### config.mk
export PLATFORM = sky130hd
export DESIGN_NAME = piezo_sound_arbiter
export DESIGN_NICKNAME = d
export VERILOG_FILES = /design/src/rtl/piezo_arb_pkg.sv /design/src/rtl/piezo_nco.sv /design/src/rtl/piezo_sound_arbiter.sv
export SDC_FILE = /design/constraint.sdc
export NUM_CORES = 1
export LEC_CHECK = 0
export ABC_CLOCK_PERIOD_IN_PS = 4200
export CORE_UTILIZATION = 60
export DETAILED_ROUTE_END_ITERATION = 12
export DONT_BUFFER_PORTS = 1
export HOLD_SLACK_MARGIN = 0.02
export PLACE_DENSITY_LB_ADDON = 0.05
export SYNTH_ARGS = -nofsm -noshare
export SYNTH_HDL_FRONTEND = slang
export SYNTH_HIERARCHICAL = 1
export SYNTH_SLANG_ARGS = --single-unit
### constraint.sdc
create_clock -name clk -period 4.2 [get_ports clk]
set_clock_uncertainty 0.2 [all_clocks]
set_input_delay 0.84 -clock clk [delete_from_list [all_inputs] [get_ports clk]]
set_output_delay 0.84 -clock clk [all_outputs]
set_load 0.01 [all_outputs]
### src/rtl/piezo_arb_pkg.sv
// Shared constants for the piezo sound arbiter: grant codes, FSM states,
// NCO step values and cadence timing.
package piezo_arb_pkg;

  localparam logic [2:0] SRC_NONE = 3'd0;
  localparam logic [2:0] SRC_ENG  = 3'd1;
  localparam logic [2:0] SRC_TURN = 3'd2;
  localparam logic [2:0] SRC_REV  = 3'd3;
  localparam logic [2:0] SRC_ESS  = 3'd4;
  localparam logic [2:0] SRC_HORN = 3'd5;

  localparam logic [1:0] ST_IDLE = 2'd0;
  localparam logic [1:0] ST_TONE = 2'd1;
  localparam logic [1:0] ST_ON   = 2'd2;
  localparam logic [1:0] ST_OFF  = 2'd3;

  // f_out = step * 1e6 / 2^22
  localparam int unsigned STEP_HORN = 1845;
  localparam int unsigned STEP_ESS  = 4194;
  localparam int unsigned STEP_REV  = 3355;
  localparam int unsigned STEP_TURN = 6291;

  localparam int unsigned ESS_ON_MS  = 100;
  localparam int unsigned ESS_OFF_MS = 100;
  localparam int unsigned REV_ON_MS  = 300;
  localparam int unsigned REV_OFF_MS = 300;

  function automatic logic [2:0] arb_pick(input logic horn, input logic ess, input logic rev,
                                          input logic turn, input logic eng);
    logic [2:0] src;
    if (horn)      src = SRC_HORN;
    else if (ess)  src = SRC_ESS;
    else if (rev)  src = SRC_REV;
    else if (turn) src = SRC_TURN;
    else if (eng)  src = SRC_ENG;
    else           src = SRC_NONE;
    return src;
  endfunction

  // Horn and engine hum sound continuously; the rest follow an on/off cadence.
  function automatic logic [1:0] entry_state(input logic [2:0] src);
    logic [1:0] st;
    if (src == SRC_NONE)                         st = ST_IDLE;
    else if (src == SRC_HORN || src == SRC_ENG)  st = ST_TONE;
    else                                         st = ST_ON;
    return st;
  endfunction

endpackage

### src/rtl/piezo_nco.sv
// Phase-accumulator NCO; the accumulator MSB is the square-wave output.
module piezo_nco #(
  parameter int unsigned ACC_W = 22
) (
  input  logic             clk,
  input  logic             rst,
  input  logic             clr,
  input  logic             en,
  input  logic [ACC_W-1:0] step,
  output logic             msb
);

  logic [ACC_W-1:0] acc_q;
  logic [ACC_W-1:0] acc_d;

  // Clear wins over enable so a new grant always starts from phase 0.
  always_comb begin
    acc_d = acc_q;
    if (clr) begin
      acc_d = '0;
    end else if (en) begin
      acc_d = acc_q + step;
    end
  end

  always_ff @(posedge clk or posedge rst) begin
    if (rst) begin
      acc_q <= '0;
    end else begin
      acc_q <= acc_d;
    end
  end

  assign msb = acc_q[ACC_W-1];

endmodule

### src/rtl/piezo_sound_arbiter.sv
// Fixed-priority arbiter sharing one PIEZO among horn, ESS, reverse, turn click and engine hum.
// Optional engine hum source is built only when PIEZO_ENGINE_TONE_EN is defined.
module piezo_sound_arbiter
  import piezo_arb_pkg::*;
#(
  parameter int unsigned CLK_HZ    = 50_000_000,
  parameter int unsigned ACC_W     = 22,
  parameter int unsigned CLICK_MS  = 20,
  parameter int unsigned US_PER_MS = 1000
) (
  input  logic        clk,
  input  logic        rst,
  input  logic        engine_on,
  input  logic        is_horn,
  input  logic        ess_active,
  input  logic        is_reverse,
  input  logic        turn_signal_on,
  input  logic [13:0] rpm,
  output logic        piezo_out,
  output logic [2:0]  grant
);

  localparam int unsigned US_DIV = CLK_HZ / 1_000_000;
  localparam int unsigned US_W   = (US_DIV > 1) ? $clog2(US_DIV) : 1;
  localparam int unsigned MS_W   = (US_PER_MS > 1) ? $clog2(US_PER_MS) : 1;

  logic [US_W-1:0] us_cnt;
  logic [MS_W-1:0] ms_cnt;
  logic            us_tick;
  logic            ms_tick;

  logic [2:0]  grant_q;
  logic [1:0]  state_q, state_d;
  logic [15:0] cad_q, cad_d;
  logic        click_pend, click_pend_d;
  logic        turn_prev;
  logic        piezo_q, piezo_d;

  logic        rev_req;
  logic        eng_req;
  logic        turn_edge;
  logic [2:0]  winner;
  logic        grant_chg;
  logic        turn_done;
  logic        sounding;
  logic [15:0] on_lim;
  logic [15:0] off_lim;
  logic [ACC_W-1:0] step;
  logic [ACC_W-1:0] eng_step;
  logic        nco_msb;

  // Prescalers free-run; only the cadence counter restarts on a grant change.
  assign us_tick = (us_cnt == US_W'(US_DIV - 1));
  assign ms_tick = us_tick && (ms_cnt == MS_W'(US_PER_MS - 1));

  always_ff @(posedge clk or posedge rst) begin
    if (rst) begin
      us_cnt <= '0;
      ms_cnt <= '0;
    end else begin
      us_cnt <= us_tick ? '0 : us_cnt + 1'b1;
      if (ms_tick) begin
        ms_cnt <= '0;
      end else if (us_tick) begin
        ms_cnt <= ms_cnt + 1'b1;
      end
    end
  end

  assign rev_req   = is_reverse & engine_on;
  assign turn_edge = turn_signal_on & ~turn_prev;

`ifdef PIEZO_ENGINE_TONE_EN
  assign eng_req  = engine_on & (rpm != 14'd0);
  assign eng_step = ACC_W'(rpm);
`else
  logic unused_rpm;
  assign unused_rpm = ^rpm;
  assign eng_req    = 1'b0;
  assign eng_step   = '0;
`endif

  assign winner    = arb_pick(is_horn, ess_active, rev_req, click_pend, eng_req);
  assign grant_chg = (winner != grant_q);
  assign sounding  = (state_q == ST_TONE) || (state_q == ST_ON);

  always_comb begin
    step    = '0;
    on_lim  = 16'd1;
    off_lim = 16'd1;
    case (grant_q)
      SRC_HORN: step = ACC_W'(STEP_HORN);
      SRC_ESS: begin
        step    = ACC_W'(STEP_ESS);
        on_lim  = 16'(ESS_ON_MS);
        off_lim = 16'(ESS_OFF_MS);
      end
      SRC_REV: begin
        step    = ACC_W'(STEP_REV);
        on_lim  = 16'(REV_ON_MS);
        off_lim = 16'(REV_OFF_MS);
      end
      SRC_TURN: begin
        step   = ACC_W'(STEP_TURN);
        on_lim = 16'(CLICK_MS);
      end
      SRC_ENG:  step = eng_step;
      default:  step = '0;
    endcase
  end

  always_comb begin
    state_d   = state_q;
    cad_d     = cad_q;
    turn_done = 1'b0;
    if (grant_chg) begin
      state_d = entry_state(winner);
      cad_d   = '0;
    end else if (ms_tick) begin
      case (state_q)
        ST_ON: begin
          if (cad_q == on_lim - 16'd1) begin
            cad_d = '0;
            // A click is a single ON phase; releasing click_pend hands grant on.
            if (grant_q == SRC_TURN) begin
              state_d   = ST_IDLE;
              turn_done = 1'b1;
            end else begin
              state_d = ST_OFF;
            end
          end else begin
            cad_d = cad_q + 16'd1;
          end
        end
        ST_OFF: begin
          if (cad_q == off_lim - 16'd1) begin
            cad_d   = '0;
            state_d = ST_ON;
          end else begin
            cad_d = cad_q + 16'd1;
          end
        end
        default: cad_d = cad_q;
      endcase
    end
  end

  // A click that cannot sound now is discarded rather than played late.
  always_comb begin
    click_pend_d = click_pend;
    if (grant_q > SRC_TURN) begin
      click_pend_d = 1'b0;
    end else if (turn_done) begin
      click_pend_d = 1'b0;
    end else if (turn_edge) begin
      click_pend_d = 1'b1;
    end
  end

  assign piezo_d = (grant_chg || !sounding) ? 1'b0 : nco_msb;

  always_ff @(posedge clk or posedge rst) begin
    if (rst) begin
      grant_q    <= SRC_NONE;
      state_q    <= ST_IDLE;
      cad_q      <= '0;
      click_pend <= 1'b0;
      turn_prev  <= 1'b0;
      piezo_q    <= 1'b0;
    end else begin
      grant_q    <= winner;
      state_q    <= state_d;
      cad_q      <= cad_d;
      click_pend <= click_pend_d;
      turn_prev  <= turn_signal_on;
      piezo_q    <= piezo_d;
    end
  end

  piezo_nco #(
    .ACC_W (ACC_W)
  ) u_nco (
    .clk  (clk),
    .rst  (rst),
    .clr  (grant_chg | ~sounding),
    .en   (us_tick & sounding),
    .step (step),
    .msb  (nco_msb)
  );

  assign piezo_out = piezo_q;
  assign grant     = grant_q;

endmodule

==> qor.yml, run 1 <==
required_ns: 4.30
synth-compound-area-share_pct: 18.4
max-cap-violations: 0
hold_viol: 0
dp_hpwl_um: 6320
critPathMaxFanout: 13
rows: 30
die_h_um: 87.8
io_buffers: 0
period_needed_ns: 3.54
post_cts_buffers: 0
cts_hold_buf: 0
crit_path_end_kind: "flop"
synth_top_area_share_pct: 35.1
ctsLongestPathBuffers: 2
synth_xor_area_share_pct: 6.94
ys_ff_latch: 62
synth_top_family_by_area: "simple AND/OR/NAND/NOR gates"
dpl_worst_slack_ns: 0.756
synthCells: 492
highest_layer: "met4"
synth-edff-count: 0
setup_tns_ns: 0
met1_length_um: 4320
drtIter0Drc: 133
first_pass_iters: 5
cts_resized: 0
pwr_density_cell_nw_per_um2: 308
stdcell_count: 594
grt_max_degree: 41
met2WireLength_um: 4220
synth_cell_types: 82
grt_remaining_overflow: 0
clk_latency_ns: 0.35
drive_above_1_share_pct: 9.44
syn_area_sq_um: 4420
grt_pass1_vias: 3390
htree_num_levels: 3
grt_first_pass_wirelength_um: 15300
nFillCells: 563
status: "complete, no violations"
areaGrowthSynthToFinish_pct: 6.77
detail-route-antenna-nets: 0
cts_tree: "done"
die_area_sq_um: 7710
avgSynthCellArea_sq_um: 8.98
top_level_ports: 25
root_buffer: "clkbuf_8"
fin_ws_ns: 0.662
slew_viol_final: 0
fmax_mhz: 283
numCtsBuffers: 9
p_leak_nw: 2.22
vias_per_cell: 5.98
yosysMostFrequentCell: "dfrtp_1"
start_util_pct: 63.6
synthTopCellsByCount: "62 x dfrtp_1, 53 x nor2_1, 44 x nand2_1, 27 x ha_1, 23 x a21oi_1"
cp.arrival_ns: 3.63
synthAdderAreaFrac_pct: 8.10
drc: 0
fp.coreArea_sq_um: 6940
seq_area_frac_synth_pct: 35.1
tightest_slew_ns: 0.928
critical_path_class: "flop to flop"
clock-sinks: 62
yosysWarningCount: 6
synth_top_cell_by_area: "dfrtp_1"
antenna_cells: 0
ir_drop_mv: 0.222
hold_path_class: "input pin to asynchronous set/reset pin"
clk_pin_slew_ns: 0.08
gp_congestion: 0.914
slew_headroom_pct: 38.1
die_w_um: 87.8
wl_met3_um: 351
min_period_over_period_pct: 84.2
synth_simple_gate_area_share_pct: 23.8
setup_viol: 0
track_usage_pct: 25.5
synth_ff_type: "dfrtp_1"
rsz0062_at_grt: "false"
async_reset_ff_share_pct: 100
antenna_found_initial: 0
place_inst: 578
startpoint_type: "flop"
final_nets: 542
num_vias: 3552
synthMuxAreaShare_pct: 3.20
synth_area_leaders: "dfrtp_1 35%, ha_1 7.6%, nor2_1 4.5%"
totalWireLength_um: 9010
avgRoutedWirePerCell_um: 15.2
worst max-delay path, stage by stage, from the launching register on:
cell and delay, ns:
dfrtp_1 0.63, or3b_1 0.54, nand2_1 0.16, inv_1 0.07
fa_1 0.47, nor2b_2 0.16, o211ai_2 0.11, a31oi_1 0.29
o31a_1 0.31, a21boi_1 0.13, nor4b_1 0.27, a221o_1 0.15
power by group:
part           total, mW  internal, mW  switching, mW
Clock              0.614         0.366          0.247
Sequential         0.613         0.604        0.00880
Combinational      0.227        0.0845          0.142
Total               1.45          1.05          0.399
path summary, 6_finish.rpt:
path	start	endpoint	slack (ns)	depth (start not counted)
max	grant[2]	u_nco/acc_q[16]	0.66	11
min	rst	piezo_out	0.29	2
max reg2reg	grant[2]	u_nco/acc_q[16]	0.66	11
min reg2reg	u_nco/acc_q[19]	u_nco/acc_q[19]	0.30	2
max in group asynchronous	rst	u_nco/acc_q[0]	2.84	1
min in group clk	u_nco/acc_q[19]	u_nco/acc_q[19]	0.30	2
metal layers:
layer / vias up / GRT usage (%)
met4: 0 / 8.94
met2: 72 / 41.8
met5: - / 0
met3: 7 / 5.56
met1: 1700 / 33.5
li1: 1773 / -
metrics by stage:
stage	hold slack (ns)	instance area (sq um)	util [%]	power (mW)
floorplan	0.254	4450	-	0.808
global placement	0.272	4480	64.6	0.846
detailed placement	0.280	4480	64.6	0.851
CTS	0.298	4720	67.9	1.46
global route	0.304	4720	67.9	1.51
finish	0.287	4720	67.9	1.45
final cells by class:
type	count	area, sq um	share of cell area [%]
multi-input cells	396	2710	57.4
flip-flops and latches	62	1550	32.9
clock buffers	11	151	3.21
well taps	96	120	2.55
clock inverters	5	81.3	1.72
inverters	21	81.3	1.72
repair buffers	3	22.5	0.477
sequential cells by signal (all words and copies together), names as in the netlist:
| name | count |
|---|---|
| u_nco/acc_q | 22 |
| state_q | 2 |
| piezo_out | 1 |
| cad_q | 16 |
| turn_prev | 1 |
| click_pend | 1 |
| grant | 3 |
| ms_cnt | 10 |
| us_cnt | 6 |
placed cells by master (no fill, tap or decap), types with 5 or more instances in the layout:
master,Yosys,final
clkbuf_8,1,11
nand4_1,5,5
conb_1,1,10
xor2_1,16,16
inv_1,20,20
nand2b_1,9,9
o211ai_1,6,6
and3_1,5,5
and4_1,6,6
mux2i_1,13,13
dfrtp_1,62,62
o21ai_0,18,18
nand2_1,44,44
o21ai_1,5,5
ha_1,27,27
xnor2_1,19,19
nor2_1,53,52
o2111ai_1,5,5
nor2b_1,5,5
a21o_1,7,7
a21oi_1,23,23
nand3_1,21,21
nor3_1,10,10
logic make-up after synthesis:
family | count (synthesis)
simple gates | 195
mux | 14
other cells | 1
buf+inv | 43
flops | 62
fa+ha+maj | 28
compound gates | 114
xor+xnor | 35
No activity file was read; power rests on OpenSTA's default activity.
==> run 2, diff against run 1 <==
- ABC_CLOCK_PERIOD_IN_PS: 4200 -> 3580
- clock period: 4.2 -> 3.58 ns (I/O delays scaled with it)
==> run 2 against run 1 <==
Design area fell by 0.27%. Fmax rose by 7.6%. Largest cell class unchanged. Core utilization fell by 0.18 points. Non-clock buffer count rose by 6. Register-to-register slack got worse by 0.37 ns. Final cell count rose by 1.0%. Sequential share of layout area rose by 0.087 points.
==> qor.yml, run 2 (synthesis results as in run 1) <==
status: "complete, no violations"
fmax_mhz: 304  # +7.6%
grt_pass1_vias: 3318  # -2.1%
critical_path_buf_inv_count: 1  # unchanged
detail-route-antenna-nets: 0  # unchanged
min_period_over_period_pct: 91.8  # +7.6 points
die_h_um: 87.8  # unchanged
start_util_pct: 63.6  # unchanged
antenna_cells: 0  # unchanged
numCtsBuffers: 9  # unchanged
rows: 30  # unchanged
fp.coreArea_sq_um: 6940  # unchanged
largest_register_ff_count: 22  # unchanged
grt_remaining_overflow: 0  # unchanged
slew_viol_final: 0  # unchanged
die_area_sq_um: 7710  # unchanged
seqPwrFrac_pct: 46.1  # +3.9 points
hold_path_class: "input pin to asynchronous set/reset pin"
setup_viol: 0  # unchanged
rsz0062_at_grt: "false"
slew_headroom_pct: 35.7  # -2.3 points
critPathSlowestCell: "or3b_1"
dp_hpwl_um: 6460  # +2.3%
crit_path_end_kind: "flop"
clock-sinks: 62  # unchanged
cts_resized: 0  # unchanged
regMostFlops: "u_nco/acc_q"
drtIter0Drc: 146  # +9.8%
pwr_density_cell_nw_per_um2: 329  # +6.6%
avgRoutedWirePerCell_um: 14.7  # -3.0%
p_switching_uw: 481  # +21%
cts_tree: "done"
track_usage_pct: 25.1  # -0.41 points
whs_ns: 0.164  # -0.123 ns
totalWireLength_um: 8830  # -2.0%
clkPwrFrac_pct: 35.7  # -6.5 points
ir_drop_mv: 0.206  # -7.1%
areaGrowthSynthToFinish_pct: 6.49
post_cts_buffers: 0  # unchanged
num_vias: 3538  # -0.39%
gp_congestion: 0.865  # -5.3%
final_nets: 548  # +1.1%
tightest_slew_ns: 0.963  # +0.0351 ns
cts_hold_buf: 0  # unchanged
comb_power_share_pct: 18.2  # +2.6 points
dpl_worst_slack_ns: 0.284  # -0.471 ns
drc: 0  # unchanged
period_needed_ns: 3.29  # -0.251 ns
critPathMaxFanout: 7  # -6
ctsLongestPathBuffers: 2  # unchanged
io_buffers: 0  # unchanged
clk_latency_ns: 0.35  # about the same
p_int_mw: 1.06  # +0.95%
cp.arrival_ns: 3.38  # -0.25 ns
first_pass_iters: 4  # -1
slowest_delay_ns: 0.51  # -0.12 ns
drive_above_1_share_pct: 10.5  # +1.1 points
top_level_ports: 25  # unchanged
largestRegisters: "u_nco/acc_q: 22 flops, cad_q: 16 flops, ms_cnt: 10 flops"
power_mw: 1.55  # +6.4%
root_buffer: "clkbuf_8"
postLayoutCoreUtil_pct: 67.7  # -0.18 points
grt_first_pass_wirelength_um: 15000  # -1.5%
required_ns: 3.68  # -0.62 ns
grt_max_degree: 41  # unchanged
hold_viol: 0  # unchanged
clk_pin_slew_ns: 0.08  # about the same
die_w_um: 87.8  # unchanged
htree_num_levels: 3  # unchanged
final_common_cell: "dfrtp_1"
critical_path_class: "flop to flop"
fin_ws_ns: 0.292  # -0.369 ns
max-cap-violations: 0  # unchanged
startpoint_type: "flop"
antenna_found_initial: 0  # unchanged
crit_chain: "or3b_1 -> nand2_1 -> inv_1 -> fa_1 -> nor2b_2 -> o211ai_2 -> a31oi_1 -> o31a_1 -> a21boi_1 -> nor4b_1 -> a221o_1"
swShare_pct: 31.1  # +3.7 points
crit_family: "simple AND/OR/NAND/NOR gates"
vias_per_cell: 5.90  # -1.4%
p_leak_nw: 2.22  # about the same
setup_tns_ns: 0  # unchanged
mostFrequentLayoutCells: "62 x dfrtp_1, 52 x nor2_1, 44 x nand2_1"
## run 2: worst register-to-register path: cells and delay by family (launching register included)
family                   cells  cell delay [ns]
AO/OA/AOI/OAI                5             0.97
buffers and inverters        1             0.07
AND/OR/NAND/NOR              4             1.09
flip-flops                   1             0.43
adder cells (fa/ha/maj)      1             0.47
## run 2: power groups by stage
stage | Sequential (mW) | Combinational, mW | Clock (mW)
finish | 0.713 | 0.281 | 0.551
global route | 0.714 | 0.310 | 0.596
CTS | 0.713 | 0.282 | 0.567
detailed placement | 0.727 | 0.281 | 0
global placement | 0.726 | 0.274 | 0
floorplan | 0.727 | 0.221 | 0
## run 2: path summary, 6_finish.rpt
check | startpoint | to | slack, ns | cells after the start
worst max register to register | grant[2] | u_nco/acc_q[16] | 0.29 | 11
min in group clk | turn_signal_on | turn_prev | 0.19 | 0
max in group asynchronous | rst | u_nco/acc_q[6] | 2.31 | 1
worst max-delay path | grant[2] | u_nco/acc_q[16] | 0.29 | 11
worst min-delay path | rst | ms_cnt[2] | 0.16 | 2
worst min register to register | u_nco/acc_q[13] | u_nco/acc_q[13] | 0.30 | 2
## run 2: metal layers
metal / share of wire [%] / track usage, % / vias to the layer above
met1: 49 / 33.9 / 1714
li1: - / - / 1773
met4: 0.99 / 7.15 / 0
met5: 0 / 0 / -
met2: 47 / 40.1 / 46
met3: 3.1 / 6.31 / 5
## run 2: metrics by stage
stage | instance area, sq um | cells
floorplan | 4450 | 501
finish | 4700 | 600
global placement | 4530 | 584
global route | 4700 | 600
detailed placement | 4530 | 584
CTS | 4700 | 600
## run 2: final cells by class
cell class              instances  area (sq um)
well taps                      96           120
clock inverters                 7          51.3
inverters                      21          81.3
repair buffers                  9          67.6
fillers                       591          2240
multi-input cells             396          2710
flip-flops and latches         62          1550
clock buffers                   9           124
